## config.mk

```make
export PLATFORM = sky130hd
export DESIGN_NAME = lightpipe_xmit
export DESIGN_NICKNAME = d
export VERILOG_FILES = /design/src/rtl/lightpipe_pkg.sv /design/src/rtl/lightpipe_xmit_nrzi.sv /design/src/rtl/lightpipe_xmit.sv
export SDC_FILE = /design/constraint.sdc
export NUM_CORES = 1
export LEC_CHECK = 0
export ABC_AREA = 1
export CORE_MARGIN = 4
export CORE_UTILIZATION = 26
export DETAILED_ROUTE_END_ITERATION = 6
export MAX_ROUTING_LAYER = met4
export PLACE_DENSITY = 0.48
export SYNTH_ARGS = -nofsm -noshare
export SYNTH_HDL_FRONTEND = slang
export SYNTH_HIERARCHICAL = 1
export SYNTH_SLANG_ARGS = --single-unit
```

## constraint.sdc

```tcl
create_clock -name mclk -period 7.4 [get_ports mclk]
set_clock_uncertainty 0.1 [all_clocks]
set_input_delay 1.48 -clock mclk [delete_from_list [all_inputs] [get_ports mclk]]
set_output_delay 1.48 -clock mclk [all_outputs]
set_load 0.02 [all_outputs]
```

## src/rtl/lightpipe_pkg.sv

```systemverilog
// Shared ADAT framing constants and types, used by both the transmitter and
// the receiver so the two ends of the link agree on the frame layout.
package lightpipe_pkg;

  localparam int FRAME_BITS  = 256;  // bits per ADAT frame
  localparam int SYNC_ZEROS  = 10;   // leading run of zeros (sync)
  localparam int USER_START  = 11;   // user separator '1'; user nibble follows
  localparam int DATA_START  = 16;   // first bit of channel 0
  localparam int CH_BITS     = 30;   // 6 nibbles x (separator + 4 data bits)
  localparam int NIBBLE_BITS = 5;    // separator + 4 data bits
  localparam int CHANNELS    = 8;
  localparam int WCLK_FALL   = 128;  // word clock falls half way through a frame

  typedef logic [23:0] adat_sample_t;

endpackage

```

## src/rtl/lightpipe_xmit_nrzi.sv

```systemverilog
// NRZI line encoder: a '1' toggles the line, a '0' holds it. Inverse of the
// receiver's nrzi_decoder.
module nrzi_encoder #(
  parameter logic IDLE_LEVEL = 1'b0
) (
  input  logic mclk,
  input  logic rst,
  input  logic bit_strobe,
  input  logic raw_bit,
  output logic line
);

  logic line_q, line_d;

  // Toggle the line for every '1' presented on a bit strobe.
  always_comb begin
    // NOTE: default assigned first so no path through this block infers a latch.
    line_d = line_q;
    if (bit_strobe) line_d = line_q ^ raw_bit;
  end

  // Line register; reset forces the idle level so the receiver sees no edges.
  always_ff @(posedge mclk or negedge rst) begin
    // NOTE: non-blocking assignments keep every flop sampling pre-edge values.
    if (!rst) line_q <= IDLE_LEVEL;
    else      line_q <= line_d;
  end

  assign line = line_q;

endmodule

```

## src/rtl/lightpipe_xmit.sv

```systemverilog
// ADAT (Lightpipe) transmitter: frame counter, per-frame input snapshot,
// raw-bit multiplexer and word clock; the NRZI stage is a sub-module.
module lightpipe_xmit
  import lightpipe_pkg::*;
#(
  parameter logic IDLE_LEVEL = 1'b0
) (
  input  logic         mclk,
  input  logic         rst,
  input  logic         bit_en,
  input  logic         en,
  input  adat_sample_t word0,
  input  adat_sample_t word1,
  input  adat_sample_t word2,
  input  adat_sample_t word3,
  input  adat_sample_t word4,
  input  adat_sample_t word5,
  input  adat_sample_t word6,
  input  adat_sample_t word7,
  input  logic [3:0]   user,
  output logic         adat,
  output logic         wclk,
  output logic         frame_start
);

  adat_sample_t word_in [CHANNELS];
  adat_sample_t snap_q  [CHANNELS];
  adat_sample_t snap_d  [CHANNELS];
  logic [3:0]   user_q, user_d;
  logic [7:0]   bitpos_q, bitpos_d;
  logic         wclk_q, wclk_d;
  logic         frame_start_q, frame_start_d;

  logic         step;
  logic         raw_bit;
  logic [7:0]   data_off;
  logic [2:0]   ch;
  logic [4:0]   off;
  logic [2:0]   nib;
  logic [2:0]   sub;
  logic [4:0]   bit_idx;

  assign word_in = '{word0, word1, word2, word3, word4, word5, word6, word7};
  assign step    = bit_en && en;

  // Map the current bit position to its raw (pre-NRZI) bit value.
  always_comb begin
    data_off = bitpos_q - 8'(DATA_START);
    ch       = 3'(data_off / 8'(CH_BITS));
    off      = 5'(data_off % 8'(CH_BITS));
    nib      = 3'(off / 5'(NIBBLE_BITS));
    sub      = 3'(off % 5'(NIBBLE_BITS));
    // Sample bit sent at sub-slot m of nibble n is bit 23-4n-(m-1).
    bit_idx  = 5'd24 - {nib, 2'b00} - {2'b00, sub};
    raw_bit  = 1'b0;
    if (bitpos_q < 8'(SYNC_ZEROS))      raw_bit = 1'b0;
    else if (bitpos_q <= 8'(USER_START)) raw_bit = 1'b1;
    else if (bitpos_q < 8'(DATA_START))  raw_bit = user_q[~bitpos_q[1:0]];  // 12..15 -> user[3..0]
    else if (sub == 3'd0)                raw_bit = 1'b1;
    else                                 raw_bit = snap_q[ch][bit_idx];
  end

  // Frame sequencing: counter, snapshot at bit 0, word clock, frame pulse.
  always_comb begin
    bitpos_d      = bitpos_q;
    wclk_d        = wclk_q;
    frame_start_d = 1'b0;
    snap_d        = snap_q;
    user_d        = user_q;
    if (bit_en) begin
      if (en) begin
        bitpos_d = bitpos_q + 8'd1;  // natural 8-bit wrap 255 -> 0
        if (bitpos_q == 8'd0) begin
          wclk_d        = 1'b1;
          frame_start_d = 1'b1;
          snap_d        = word_in;
          user_d        = user;
        end else if (bitpos_q == 8'(WCLK_FALL)) begin
          wclk_d = 1'b0;
        end
      end else begin
        // Disabled: abandon the frame, line stays quiet.
        bitpos_d = 8'd0;
        wclk_d   = 1'b0;
      end
    end
  end

  // State registers, all cleared by the asynchronous reset.
  always_ff @(posedge mclk or negedge rst) begin
    if (!rst) begin
      bitpos_q      <= 8'd0;
      wclk_q        <= 1'b0;
      frame_start_q <= 1'b0;
      user_q        <= 4'd0;
      // NOTE: this small register file is reset (unlike a RAM) so any frame sent
      // before a snapshot carries known zeros.
      snap_q        <= '{default: '0};
    end else begin
      bitpos_q      <= bitpos_d;
      wclk_q        <= wclk_d;
      frame_start_q <= frame_start_d;
      user_q        <= user_d;
      snap_q        <= snap_d;
    end
  end

  nrzi_encoder #(.IDLE_LEVEL(IDLE_LEVEL)) u_nrzi (
    .mclk       (mclk),
    .rst        (rst),
    .bit_strobe (step),
    .raw_bit    (raw_bit),
    .line       (adat)
  );

  assign wclk        = wclk_q;
  assign frame_start = frame_start_q;

endmodule

```

==> qor.csv, run 1 <==
metric,value,unit
status,"finished, final reports clean",
synth_seq_cells,207,
synth_top_area_share,48.4,%
clock_latency,0.55,ns
cts-root-buf,clkbuf_16,
htreeDepth,1,
syn_area_per_cell,7.35,µm²
crit_fanout,22,
io_pins,203,
synth_seq_area_share,48.4,%
drive_above_1_share,5.94,%
worstSetupStartpoint,bitpos_q[4],
overflow,0,
finalPower,0.00383,W
synth_warnings,6,
die_h,211,µm
worst_pin_slew,1.24,ns
hold_class,flip-flop to flip-flop,
p_leak,6.93,nW
postCtsSetupBuffers,0,
io_buffers,202,
slew_viol_final,0,
timing.fmax,149,MHz
die_x,211,µm
first_pass_iters,6,
crit_top_cell,nand2_1,
final_util,34.4,%
reg2reg_depth,49,
drc,0,
core,40700,µm²
critPathMaxStageDelay,0.45,ns
fin_crit,6.72,ns
num_rows,74,
synthCells,1457,
cts_buffers,26,
slowest_stage,dfrtp_2,
synth_area,10700,µm²
viasPerCell,4.55,
syn_to_final_growth,30.8,%
grt_setup_unrepaired,no,
clock-sinks,207,
drt_wl_total,35900,µm
antenna_left,0,
yosys.area.top_type,dfrtp_1,
grt_pass1_wl,56100,µm
cp-end-kind,flip-flop,
hold_path_startpoint,snap_q[165],
slew_headroom,16.4,%
final_area,14000,µm²
initial_core_util,26.3,%
vias,9857,
placed_cell_area,13200,µm²
post-route-period-util,90.8,%
startpoint_type,flip-flop,
finalHoldViolCount,0,
power_density,274,nW/µm²
tritoncts,yes,
finalSetupViolations,0,
globalplace.congestion,0.957,
grt_use_total,16.2,%
antenna_found_initial,0,
yosys-top-cells-area,"dfrtp_1 (48%), nand2_1 (27%), o21ai_0 (3.7%)",
hpwl,24700,µm
setup_tns,0,ns
wire_per_inst,16.6,µm
cp.arrival,7.06,ns
layout.nets,1830,
crit_type,flip-flop to flip-flop,
required,7.73,ns
synth_cell_types,35,
cts.path.max_buffers,3,
path_clk_slew,0.06,ns
cap_violations,0,
grt_max_degree,110,
die_area,44500,µm²
r2r-start,bitpos_q[4],
min_path_cells,2,
ir_worst_vdd,0.000123,V
hold-worst-slack,0.371,ns
grt_pass1_vias,10100,
dr.first_iter.drc_count,693,
antenna_cells,0,
syn_nets,1671,
-- cells in the final DEF (no fill, tap or decap), types with 8 or more instances in the layout --
| master | instances |
|---|---|
| a32o_1 | 24 |
| nor2_1 | 59 |
| o21ai_0 | 80 |
| o22ai_1 | 29 |
| inv_1 | 36 |
| nand2_2 | 18 |
| ha_1 | 14 |
| a21oi_1 | 28 |
| nand2_1 | 774 |
| clkbuf_16 | 26 |
| inv_2 | 8 |
| clkdlybuf4s50_1 | 201 |
| dfrtp_1 | 206 |
| nand3_1 | 56 |
-- critical path, delay by kind of cell, from the launching register on --
kind	cells	cell delay (ns)
flip-flops	1	0.45
adder cells (fa/ha/maj)	3	0.81
buffers and inverters	8	0.93
AO/OA/AOI/OAI	2	0.31
AND/OR/NAND/NOR	36	4.02
-- state kept, by name, indices dropped and copies added, names as in the netlist --
name	cells
bitpos_q	8
user_q	4
frame_start	1
snap_q	192
u_nrzi/line	1
wclk	1
-- kinds of logic (layout without fill, tap and decap cells) --
| family | count (synthesis) | in the layout | share of synthesized area [%] |
|---|---|---|---|
| AOI/OAI and AO/OA | 167 | 167 | 9.51 |
| adders and majority gates | 14 | 14 | 1.64 |
| xor gates and xnor gates | 7 | 7 | 0.573 |
| and+or+nand+nor | 935 | 935 | 35.1 |
| buffers and inverters | 127 | 303 | 4.78 |
| DFF | 207 | 207 | 48.4 |
-- cell type report --
| class | count | area (µm²) |
|---|---|---|
| fillers | 4426 | 26700 |
| clock buffers | 38 | 746 |
| clock inverters | 7 | 71.3 |
| flip-flops and latches | 207 | 5180 |
| inverters | 45 | 171 |
| multi-input cells | 1123 | 5020 |
| well taps | 532 | 666 |
| repair buffers | 213 | 2150 |
-- final timing paths --
kind / to / slack, ns
max in group asynchronous: snap_q[163] / 5.27
min in group asynchronous: snap_q[53] / 0.85
min: snap_q[165] / 0.37
min reg2reg: snap_q[165] / 0.37
max: u_nrzi/line / 0.68
max reg2reg: u_nrzi/line / 0.68
-- stage by stage --
step	std cells	worst slack [ns]
2_1_floorplan	1457	1.90
3_3_place_gp	2120	0.988
3_5_place_dp	2120	0.559
4_1_cts	2165	0.523
5_1_grt	2165	0.00571
6_report	2165	0.679
-- synth_stat cells --
cell type and number:
nand2_4 5, xor2_1 6, o32ai_1 1, xnor2_1 1
inv_2 8, o21ai_4 1, a31oi_1 1, o21ai_2 2
buf_6 4, nand2_2 18, nand3_2 3, a21oi_1 28
nand2_1 774, nand4_1 7, o22ai_1 29, and2_1 1
o21ai_0 80, clkbuf_1 67, nor4_1 2, dfrtp_1 207
nor2_2 3, inv_1 37, nor2_4 1, buf_2 1
buf_1 9, nand4_2 1, nor2_1 59, or2_2 1
nand3_4 1, a32o_1 24, nand3b_1 3, ha_1 14
buf_4 1, nand3_1 56, o211ai_1 1
-- repair_timing --
| item | CTS | global route |
|---|---|---|
| gates resized for setup | 0 | 4 |
| setup endpoints to repair | 0 | 1 |
| hold buffers | 0 | 0 |
-- metal layers --
layer / GRT usage (%) / part of all wire (%)
met2: 26.1 / 48
met3: 2.26 / 3.7
met4: 3.91 / 2.6
met1: 21.7 / 46
met5: - / 0
-- report_power, final --
group	internal [W]	switching, W	total (W)
Combinational	0.000416	0.000503	0.000919
Sequential	0.00148	0.000205	0.00169
Clock	0.000728	0.000496	0.00122
Note: power is estimated with default switching activity, not from simulation.
==> run 2: changes to the inputs <==
CAP_MARGIN = 40   (was default)
==> qor.csv, run 2 (synthesized netlist as in run 1, its figures left out) <==
metric,value,unit
status,"finished, final reports clean",
layout.nets,1834,
holdBufCountCts,0,
antenna_found_initial,0,
final_util,34.6,%
postCtsSetupBuffers,0,
htreeDepth,1,
die_h,211,µm
num_rows,74,
tritoncts,yes,
finalWorstSetupSlack,0.651,ns
ir_worst_vdd,0.000118,V
grt_use_total,16.3,%
drt_wl_total,36200,µm
initial_core_util,26.3,%
slew_headroom,43.1,%
wire_per_inst,16.7,µm
grt_max_degree,110,
clock-sinks,207,
reg2reg_depth,49,
vias,9926,
cts.path.max_buffers,3,
finalSetupViolations,0,
overflow,0,
num-fill-cells,4392,
switchingPower,0.00122,W
io_buffers,202,
viasPerCell,4.58,
crit_top_cell,nand2_1,
first_pass_iters,6,
r2r_end,u_nrzi/line,
clock_latency,0.56,ns
grt_pass1_wl,56400,µm
top_register,snap_q,
hold_path_startpoint,snap_q[165],
die_x,211,µm
pwr-share-comb,24.2,%
cp.arrival,7.09,ns
crit_type,flip-flop to flip-flop,
antenna_cells,0,
crit_fanout,22,
top_regs,"snap_q (192), bitpos_q (8), user_q (4)",
critPathMaxStageDelay,0.46,ns
setup_tns,0,ns
globalplace.congestion,0.957,
finalHoldViolCount,0,
p_seq_share,44.0,%
largest_reg_flops,192,
worst_pin_slew,0.854,ns
hold_class,flip-flop to flip-flop,
required,7.74,ns
grt_pass1_vias,10200,
dpl_worst_slack,0.536,ns
placed_cells,2124,
antenna_left,0,
core,40700,µm²
min_to,snap_q[165],
dr.first_iter.drc_count,682,
hpwl,25100,µm
hold-worst-slack,0.372,ns
cts_buffers,25,
power.internal,0.00262,W
grt_setup_unrepaired,no,
cap_violations,0,
power_frac_clock,31.8,%
power_density,272,nW/µm²
r2r-start,bitpos_q[4],
io_pins,203,
min_path_cells,2,
layout_commonest_cell,nand2_1,
path_delay_family,simple AND/OR/NAND/NOR gates,
final_cell_mix,"nand2_1 (774), dfrtp_1 (206), clkdlybuf4s50_1 (201), o21ai_0 (80), nor2_1 (59)",
fin_crit,6.75,ns
rrSetupSlack,0.65,ns
post-route-period-util,91.2,%
sw_frac_of_total,31.8,%
path_clk_slew,0.06,ns
cp.buffers_inverters,8,
slowest_stage,dfrtp_2,
instances_no_fill,2169,
cts-root-buf,clkbuf_16,
die_area,44500,µm²
startpoint_type,flip-flop,
drive_above_1_share,6.41,%
drc,0,
p_leak,6.99,nW
slew_viol_final,0,
timing.fmax,148,MHz
syn_to_final_growth,31.6,%
cp-end-kind,flip-flop,
run 2: layout make-up:
class / instances / area [µm²] / share of cell area [%]
clock buffers: 37 / 761 / 5.40
clock inverters: 7 / 50.0 / 0.355
inverters: 45 / 171 / 1.22
multi-input cells: 1124 / 5030 / 35.7
flip-flops and latches: 207 / 5180 / 36.8
well taps: 532 / 666 / 4.73
repair buffers: 217 / 2230 / 15.8
run 2: how the worst max path moves through the flow:
stage | depth (start not counted) | startpoint | end
2_1_floorplan | 48 | bitpos_q[0] | u_nrzi/line
3_3_place_gp | 48 | bitpos_q[0] | u_nrzi/line
3_5_place_dp | 47 | bitpos_q[0] | u_nrzi/line
4_1_cts | 47 | bitpos_q[0] | u_nrzi/line
5_1_grt | 47 | bitpos_q[1] | u_nrzi/line
6_report | 49 | bitpos_q[4] | u_nrzi/line
run 2: tightest hold or removal path, cell delays in order, from the launching register on:
cell and delay, ns:
dfrtp_1 0.33, nand2_1 0.05, nand2_1 0.05
run 2: timing repair:
| action | CTS | global route |
|---|---|---|
| resized for setup | 0 | 4 |
| endpoints found under the setup margin | 0 | 1 |
| hold endpoints to repair | 0 | 0 |
run 2: metal layers:
| metal | GRT usage, % | share of wire, % |
|---|---|---|
| met1 | 21.6 | 45 |
| met4 | 3.31 | 1.8 |
| met3 | 2.44 | 4.1 |
| met2 | 26.8 | 49 |
| met5 | - | 0 |
run 2: metrics by stage:
step	cell area [µm²]	power (W)
after floorplan	10700	0.00224
after global placement	13200	0.00263
after detailed placement	13300	0.00264
after CTS	14100	0.00390
after global routing	14100	0.00411
final	14100	0.00383
run 2: power groups by stage:
stage	combinational (W)	clock [W]	sequential [W]
after CTS	0.000950	0.00126	0.00169
after detailed placement	0.000943	0	0.00170
after global placement	0.000926	0	0.00170
after global routing	0.00107	0.00130	0.00173
after floorplan	0.000597	0	0.00164
final	0.000926	0.00122	0.00169
==> run 3: changes to the inputs <==
ABC_CLOCK_PERIOD_IN_PS = 7400   (was default)
==> results of run 3 <==
No change in the layout: final DEF, timing and power equal those of run 2.
